`src/rtl/prpg_pattern_analyzer.sv`:
```
`default_nettype none
// ============================================================================
// Module      : prpg_pattern_analyzer
// Description : Compacts a stream of 8-bit patterns into a MISR signature and
//               accumulates weight, Hamming-distance and toggle statistics.
// Revision    : 1.0 - initial release
// ============================================================================
module prpg_pattern_analyzer #(
    parameter int unsigned     W        = 8,
    parameter int unsigned     CNT_W    = 12,
    parameter logic [W-1:0]    MISR_TAP = 8'h1D
) (
    input  logic             clk,
    input  logic             rst_n,
    input  logic             start,
    input  logic [7:0]       batch_len,
    input  logic             pat_valid,
    input  logic [W-1:0]     pat_data,
    output logic             pat_ready,
    output logic             busy,
    output logic             done,
    output logic [W-1:0]     sig,
    output logic [CNT_W-1:0] wt_sum,
    output logic [CNT_W-1:0] hd_sum,
    output logic [3:0]       hd_max,
    output logic [W-1:0]     toggle_mask
);

    typedef enum logic [1:0] {
        S_IDLE = 2'd0,
        S_RUN  = 2'd1,
        S_DONE = 2'd2
    } state_t;

    state_t           r_state;
    state_t           w_state_next;
    logic [7:0]       r_remaining;
    logic [W-1:0]     r_prev;
    logic             r_first;
    logic [W-1:0]     r_seen0;
    logic [W-1:0]     r_seen1;
    logic [W-1:0]     r_sig;
    logic [CNT_W-1:0] r_wt_sum;
    logic [CNT_W-1:0] r_hd_sum;
    logic [3:0]       r_hd_max;
    logic [W-1:0]     r_toggle;

    logic             w_start;
    logic             w_xfer;
    logic [3:0]       w_wt;
    logic [3:0]       w_hd;
    logic [W-1:0]     w_misr;
    logic [W-1:0]     w_seen0_next;
    logic [W-1:0]     w_seen1_next;

    function automatic logic [3:0] popcnt(input logic [W-1:0] v);
        logic [3:0] c;
        c = 4'd0;
        for (int i = 0; i < W; i++) begin
            c = c + {3'b000, v[i]};
        end
        return c;
    endfunction

    assign w_start      = start && (r_state == S_IDLE);
    assign w_xfer       = pat_valid && (r_state == S_RUN);
    assign w_wt         = popcnt(pat_data);
    assign w_hd         = popcnt(pat_data ^ r_prev);
    assign w_misr       = {r_sig[W-2:0], 1'b0} ^ (r_sig[W-1] ? MISR_TAP : '0) ^ pat_data;
    assign w_seen0_next = r_seen0 | ~pat_data;
    assign w_seen1_next = r_seen1 | pat_data;

    always_ff @(posedge clk or negedge rst_n) begin
        if (!rst_n) begin
            r_state <= S_IDLE;
        end else begin
            r_state <= w_state_next;
        end
    end

    always_comb begin
        w_state_next = r_state;
        pat_ready    = 1'b0;
        busy         = 1'b0;
        done         = 1'b0;
        case (r_state)
            S_IDLE: begin
                if (start) begin
                    w_state_next = (batch_len == 8'd0) ? S_DONE : S_RUN;
                end
            end
            S_RUN: begin
                pat_ready = 1'b1;
                busy      = 1'b1;
                if (pat_valid && (r_remaining == 8'd1)) begin
                    w_state_next = S_DONE;
                end
            end
            S_DONE: begin
                busy         = 1'b1;
                done         = 1'b1;
                w_state_next = S_IDLE;
            end
            default: w_state_next = S_IDLE;
        endcase
    end

    always_ff @(posedge clk or negedge rst_n) begin
        if (!rst_n) begin
            r_remaining <= 8'd0;
            r_prev      <= '0;
            r_first     <= 1'b0;
            r_seen0     <= '0;
            r_seen1     <= '0;
            r_sig       <= '0;
            r_wt_sum    <= '0;
            r_hd_sum    <= '0;
            r_hd_max    <= 4'd0;
            r_toggle    <= '0;
        end else if (w_start) begin
            r_remaining <= batch_len;
            r_first     <= 1'b1;
            r_seen0     <= '0;
            r_seen1     <= '0;
            r_sig       <= '0;
            r_wt_sum    <= '0;
            r_hd_sum    <= '0;
            r_hd_max    <= 4'd0;
            r_toggle    <= '0;
        end else if (w_xfer) begin
            r_sig       <= w_misr;
            r_wt_sum    <= r_wt_sum + CNT_W'(w_wt);
            // The first pattern of a batch has no predecessor to compare with.
            if (!r_first) begin
                r_hd_sum <= r_hd_sum + CNT_W'(w_hd);
                if (w_hd > r_hd_max) begin
                    r_hd_max <= w_hd;
                end
            end
            r_seen0     <= w_seen0_next;
            r_seen1     <= w_seen1_next;
            r_toggle    <= w_seen0_next & w_seen1_next;
            r_prev      <= pat_data;
            r_first     <= 1'b0;
            r_remaining <= r_remaining - 8'd1;
        end
    end

    assign sig         = r_sig;
    assign wt_sum      = r_wt_sum;
    assign hd_sum      = r_hd_sum;
    assign hd_max      = r_hd_max;
    assign toggle_mask = r_toggle;

endmodule
`default_nettype wire

```
`config.mk`:
```
export PLATFORM = sky130hd
export DESIGN_NAME = prpg_pattern_analyzer
export DESIGN_NICKNAME = d
export VERILOG_FILES = /design/src/rtl/prpg_pattern_analyzer.sv
export SDC_FILE = /design/constraint.sdc
export NUM_CORES = 1
export LEC_CHECK = 0
export BUFFER_PORTS_ARGS = -buffer_cell sky130_fd_sc_hd__buf_2
export CORE_ASPECT_RATIO = 0.8
export CORE_MARGIN = 1.5
export CORE_UTILIZATION = 30
export CTS_BUF_LIST = sky130_fd_sc_hd__clkbuf_4
export CTS_CLUSTER_SIZE = 10
export DETAILED_ROUTE_END_ITERATION = 6
export HOLD_SLACK_MARGIN = 0.05
export SYNTH_ARGS = -nofsm -noshare
export SYNTH_HDL_FRONTEND = slang
export SYNTH_SLANG_ARGS = --single-unit
```
`constraint.sdc`:
```
create_clock -name clk -period 4.1 [get_ports clk]
set_input_delay 0.205 -clock clk [delete_from_list [all_inputs] [get_ports clk]]
set_output_delay 0.205 -clock clk [all_outputs]
set_load 0.02 [all_outputs]
```
; ---- Yosys cells after proc, flatten, opt, wreduce, memory -nomap -nowiden
; Cells that the tools add are included.
[word_totals]
romBits = 0
out_inout_bits = 47
ramBits = 0
elab_cells = 84
mem_count = 0
input_bits = 20
regBits = 79
latchBits = 0
[op_classes]
mux = 29
reduce_logical = 12
div_mod_pow = 0
n_shift = 0
multipliers = 0
n_addsub = 17
eq_ne = 6
magnitude_cmp = 1
n_bitwise = 8
[ops]
columns = cell, n
row1 = $mux W8, 10
row2 = $mux W12, 5
row3 = $add A4 B1 Y4, 8
row4 = $add A12 B4 Y12, 2
row5 = $mux W4, 4
row6 = $or A8 B8 Y8, 2
row7 = $xor A8 B8 Y8, 2
row8 = $add A3 B1 Y4, 2
row9 = $and A8 B8 Y8, 1
row10 = $eq A8 B1 Y1 const B, 1
row11 = $logic_not A8 Y1, 1
row12 = $not A8 Y8, 1
row13 = $sub A8 B1 Y8 const B, 1
row14 = $xor A8 B5 Y8, 1
row15 = $add A2 B1 Y3, 2
row16 = $mux W2, 3
row17 = $reduce_and A2 Y1, 3
row18 = $mux W1, 5
row19 = $mux W5, 1
row20 = $add A1 B1 Y2, 2
row21 = $gt A4 B4 Y1, 1
row22 = $ne A2 B1 Y1 const B, 2
row23 = $pmux W2 S2, 1
row24 = $reduce_bool A2 Y1, 2
row25 = 8 further kinds, 10

; ---- Longest topological paths before layout
[depth]
word_depth = 13
ltp_mapped = 16
ltp_nobuf = 15

; ---- Worst setup path after synthesis
; Ideal clock, no wire load.
[synth_timing]
path_kind = input -> register
from = input port pat_data[0]
to = register r_hd_sum[10] (netlist: hd_sum[10])
arrival_time_ps = 4207
cell_stages = 16
path_buffers = 1
setup_time_ps = 140
setup_slack_ps = -247
required_time_ps = 3960
path_cell_list = clkbuf_1 -> xnor2_1 -> fa_1 -> inv_1 -> fa_1 -> inv_1 -> fa_1 -> inv_1 -> ha_1 -> fa_1 -> inv_1 -> fa_1 -> nand2b_1 -> a21o_1 -> o311ai_0 -> o41ai_1
[synth_via]
elab_chain_cells = 12
[synth_rtl]
columns = element, line
row1 = "start, declared", 18  ; input logic [W-1:0] pat_data,
row2 = $xor A8 B8 Y8, 68  ; assign w_hd = popcnt(pat_data ^ r_prev);
row3 = $add A1 B1 Y2, 60  ; c = c + {3'b000, v[i]};
row4 = $add A2 B1 Y3, 60
row5 = $add A3 B1 Y4, 60
row6 = $add A4 B1 Y4 (4 in series), 60
row7 = $add A12 B4 Y12, 135  ; r_hd_sum <= r_hd_sum + CNT_W'(w_hd);
row8 = $mux W12, 134  ; if (!r_first) begin
row9 = $mux W12, 130  ; end else if (w_xfer) begin
row10 = $mux W12, 120  ; end else if (w_start) begin
row11 = "end signal, assigned", 135
row12 = "end, declared", 44  ; logic [CNT_W-1:0] r_hd_sum;
; Every way passes these cells. The select of a mux whose other input is x is not followed.
; A chain may end at the register's enable or synchronous reset.

; ---- Worst setup path in the final report
[layout_timing]
from = register r_prev[3]
to = register r_hd_sum[6] (netlist: hd_sum[6])
[layout_via]
elab_chain_cells = 10
[layout_rtl]
columns = element, line
row1 = "start, declared", 38  ; logic [W-1:0] r_prev;
row2 = "start signal, assigned", 143  ; r_prev <= pat_data;
row3 = $xor A8 B8 Y8, 68
row4 = $add A3 B1 Y4, 60
row5 = $add A4 B1 Y4 (4 in series), 60
row6 = $add A12 B4 Y12, 135
row7 = $mux W12, 134
row8 = $mux W12, 130
row9 = $mux W12, 120
; Every way passes these cells. The select of a mux whose other input is x is not followed.

==> impl_metrics.tcl <==
set metrics [dict create \
    route.detailed.drc 5 \
    grt_max_degree 80 \
    hold_start "pat_data[6]" \
    cp-start-kind "flop" \
    hold_class "input pin to flop" \
    drv_cap 0 \
    tns_ns -0.661 \
    synth_warnings 0 \
    antenna_found_initial 0 \
    fmax_ghz 0.238 \
    numCtsBuffers 9 \
    critPathKind "flop to flop" \
    wirelength_um 10300 \
    grt_pass1_wl_um 16900 \
    portBuffers 66 \
    wl_met2_um 4820 \
    finalSetupViolCount 13 \
    max_stage_delay_ns 0.56 \
    yosys_register_bits 79 \
    slew_viol_final 0 \
    crit_buf_inv 4 \
    cp_max_fo 4 \
    worstPathArrival_ns 4.58 \
    worstRegToRegCells 15 \
    met1Wirelength_um 4790 \
    htree_levels 3 \
    dpl.hpwl_um 7270 \
    yosysUniqueCellTypes 47 \
    r2r_slack_ns -0.11 \
    core_mm2 0.0144 \
    area_growth_pct 22.5 \
    syn_avg_cell_area_um2 9.64 \
    seq_area_frac_synth_pct 44.2 \
    r2r_end "hd_sum[6]" \
    std_cell_rows 39 \
    cp_top_family "adder cells" \
    route.vias.total 3538 \
    routedWlPerCell_um 14.2 \
    initial_utilization_pct 31.0 \
    cts_max_path_buffers 2 \
    gp_congestion 0.787 \
    critPathSlowestCell "fa_2" \
    ant_nets 0 \
    root_buffer "clkbuf_4" \
    wl_met3_um 532 \
    grt_pass1_vias 3381 \
    maxUsedRoutingLayer "met4" \
    antenna_cells 0 \
    slew_headroom_pct 32.9 \
    overflow 0 \
    skew_ns 0.0200 \
    die_w_um 140 \
    drive_gt1_share_pct 24.8 \
    track_usage_pct 13.6 \
    synth-edff-count 0 \
    crit_chain "xnor2_2 -> fa_1 -> inv_1 -> fa_1 -> inv_1 -> fa_1 -> inv_1 -> ha_2 -> fa_2 -> inv_2 -> fa_2 -> nand2b_4 -> a21o_1 -> or3_1 -> a21oi_1" \
    worstMarginPinSlew_ns 1.01 \
    synth_nets 516 \
    drtPass1Iterations 6 \
    utilization_pct 37.9 \
    nets 591 \
    endpoint_kind "flop" \
    grt_setup_unrepaired "yes" \
    cp-endpoint "hd_sum[6]" \
    async_flop_share_pct 100 \
    hold_viol 0 \
    io_pins 67 \
    synthCells 464 \
    worstReg2RegStart "r_prev[3]" \
    finalCriticalPeriod_ns 4.21 \
    cts_tree "yes" \
    die_area_mm2 0.0157 \
    critPathRequiredTime_ns 4.47 \
    finalCritPeriodShare_pct 103 \
    vias_per_cell 4.86 \
    path_depth 15 \
    synth_area_mm2 0.00447 \
    outcome "complete, but fails checks" \
    cts_num_sinks 79 \
    startpoint "r_prev[3]" \
    dr.first_iter.drc_count 200 \
    dieHeight_um 112 \
    clk_latency_ns 0.46 \
    violations "DRC, setup timing" \
    cts.reportedPaths.clkPinSlew_ns 0.14 \
    setup_ws_ns -0.105 \
    synthFlopType "dfrtp_1" \
]
worst min path at each step:
stage | to | cells after the start
floorplan | hd_max[0] | 0
global placement | r_remaining[3] | 3
detailed placement | r_remaining[4] | 3
CTS | r_seen1[6] | 3
global route | r_prev[6] | 2
finish | r_seen1[6] | 3
registers in the layout, summed over array words and instances (netlist names), 8 cells and up:
name,count
hd_sum,12
wt_sum,12
r_prev,8
r_remaining,8
r_seen0,8
r_seen1,8
sig,8
toggle_mask,8
worst reg2reg max path, delay by kind of cell (launching register included):
kind | cells | cell delay (ns)
compound gates | 2 | 0.30
xor+xnor | 1 | 0.15
fa+ha+maj | 6 | 2.58
buf+inv | 4 | 0.19
flops | 1 | 0.43
simple gates | 2 | 0.47
placed cells by master, fill, tap and decap left out, types with 5 or more instances in the layout:
master	n
fa_1	8
dfrtp_1	79
a21oi_1	34
a211oi_1	17
inv_1	29
mux2_2	8
a31oi_1	5
nor2_1	52
xor2_1	6
clkbuf_4	9
nand3_1	7
buf_2	65
mux2i_1	16
o21ai_0	11
dlygate4sd3_1	9
nand2_1	44
nand2b_1	9
ha_1	17
buf_4	15
xnor2_1	18
area by class of cell:
class / count / area, um^2
multi-input cells: 328 / 2450
clock inverters: 7 / 87.6
clock buffers: 9 / 67.6
well taps: 184 / 230
repair buffers: 91 / 551
inverters: 30 / 113
flip-flops and latches: 79 / 1980
fillers: 1433 / 8960
per-layer routing:
metal  GRT usage (%)  vias up
li1                -     1742
met1            17.9     1718
met2            21.0       63
met3            3.84       15
met4            5.89        0
met5               0        -
what timing repair did:
action,4_1_cts,5_1_grt
hold buffers,9,0
gates resized for setup,15,14
endpoints found under the setup margin,12,14
endpoints found under the hold margin,87,0
buffers inserted,5,2
pin swaps,22,15
Yosys cell counts (all sizes together) (5+ instances only):
| cell type | count | area [um^2] |
|---|---|---|
| nand2 | 44 | 165 |
| xor2 | 7 | 61.3 |
| fa | 10 | 200 |
| mux2i | 16 | 160 |
| a211oi | 21 | 158 |
| ha | 22 | 275 |
| a31oi | 5 | 31.3 |
| dfrtp | 79 | 1980 |
| clkbuf | 17 | 65.1 |
| xnor2 | 20 | 175 |
| o21ai | 16 | 80.1 |
| buf | 10 | 43.8 |
| nor2 | 53 | 201 |
| nand2b | 10 | 62.6 |
| mux2 | 8 | 90.1 |
| a21oi | 35 | 175 |
| inv | 30 | 113 |
| nand3 | 10 | 50.1 |
logic make-up after synthesis:
group / Yosys count / share of synthesized area [%]
multiplexers: 24 / 5.59
AO/OA/AOI/OAI: 101 / 14.7
XOR/XNOR: 27 / 5.29
buffers and inverters: 57 / 4.95
AND/OR/NAND/NOR: 144 / 14.7
flip-flops: 79 / 44.2
adder cells (fa/ha/maj): 32 / 10.6
per-stage QoR:
stage          instance area [um^2]  hold slack [ns]  instances  setup WS (ns)
4_1_cts                        5370           0.0539        726         -0.135
3_3_place_gp                   5030            0.434        696         -0.148
6_report                       5480           0.0880        728         -0.105
5_1_grt                        5480           0.0655        728         -0.252
2_1_floorplan                  4510          -0.0906        464        -0.0101
3_5_place_dp                   5030            0.435        696         -0.276
Power is not shown: default switching activity piles up to over one toggle a cycle in this logic, so the estimate is an artifact.
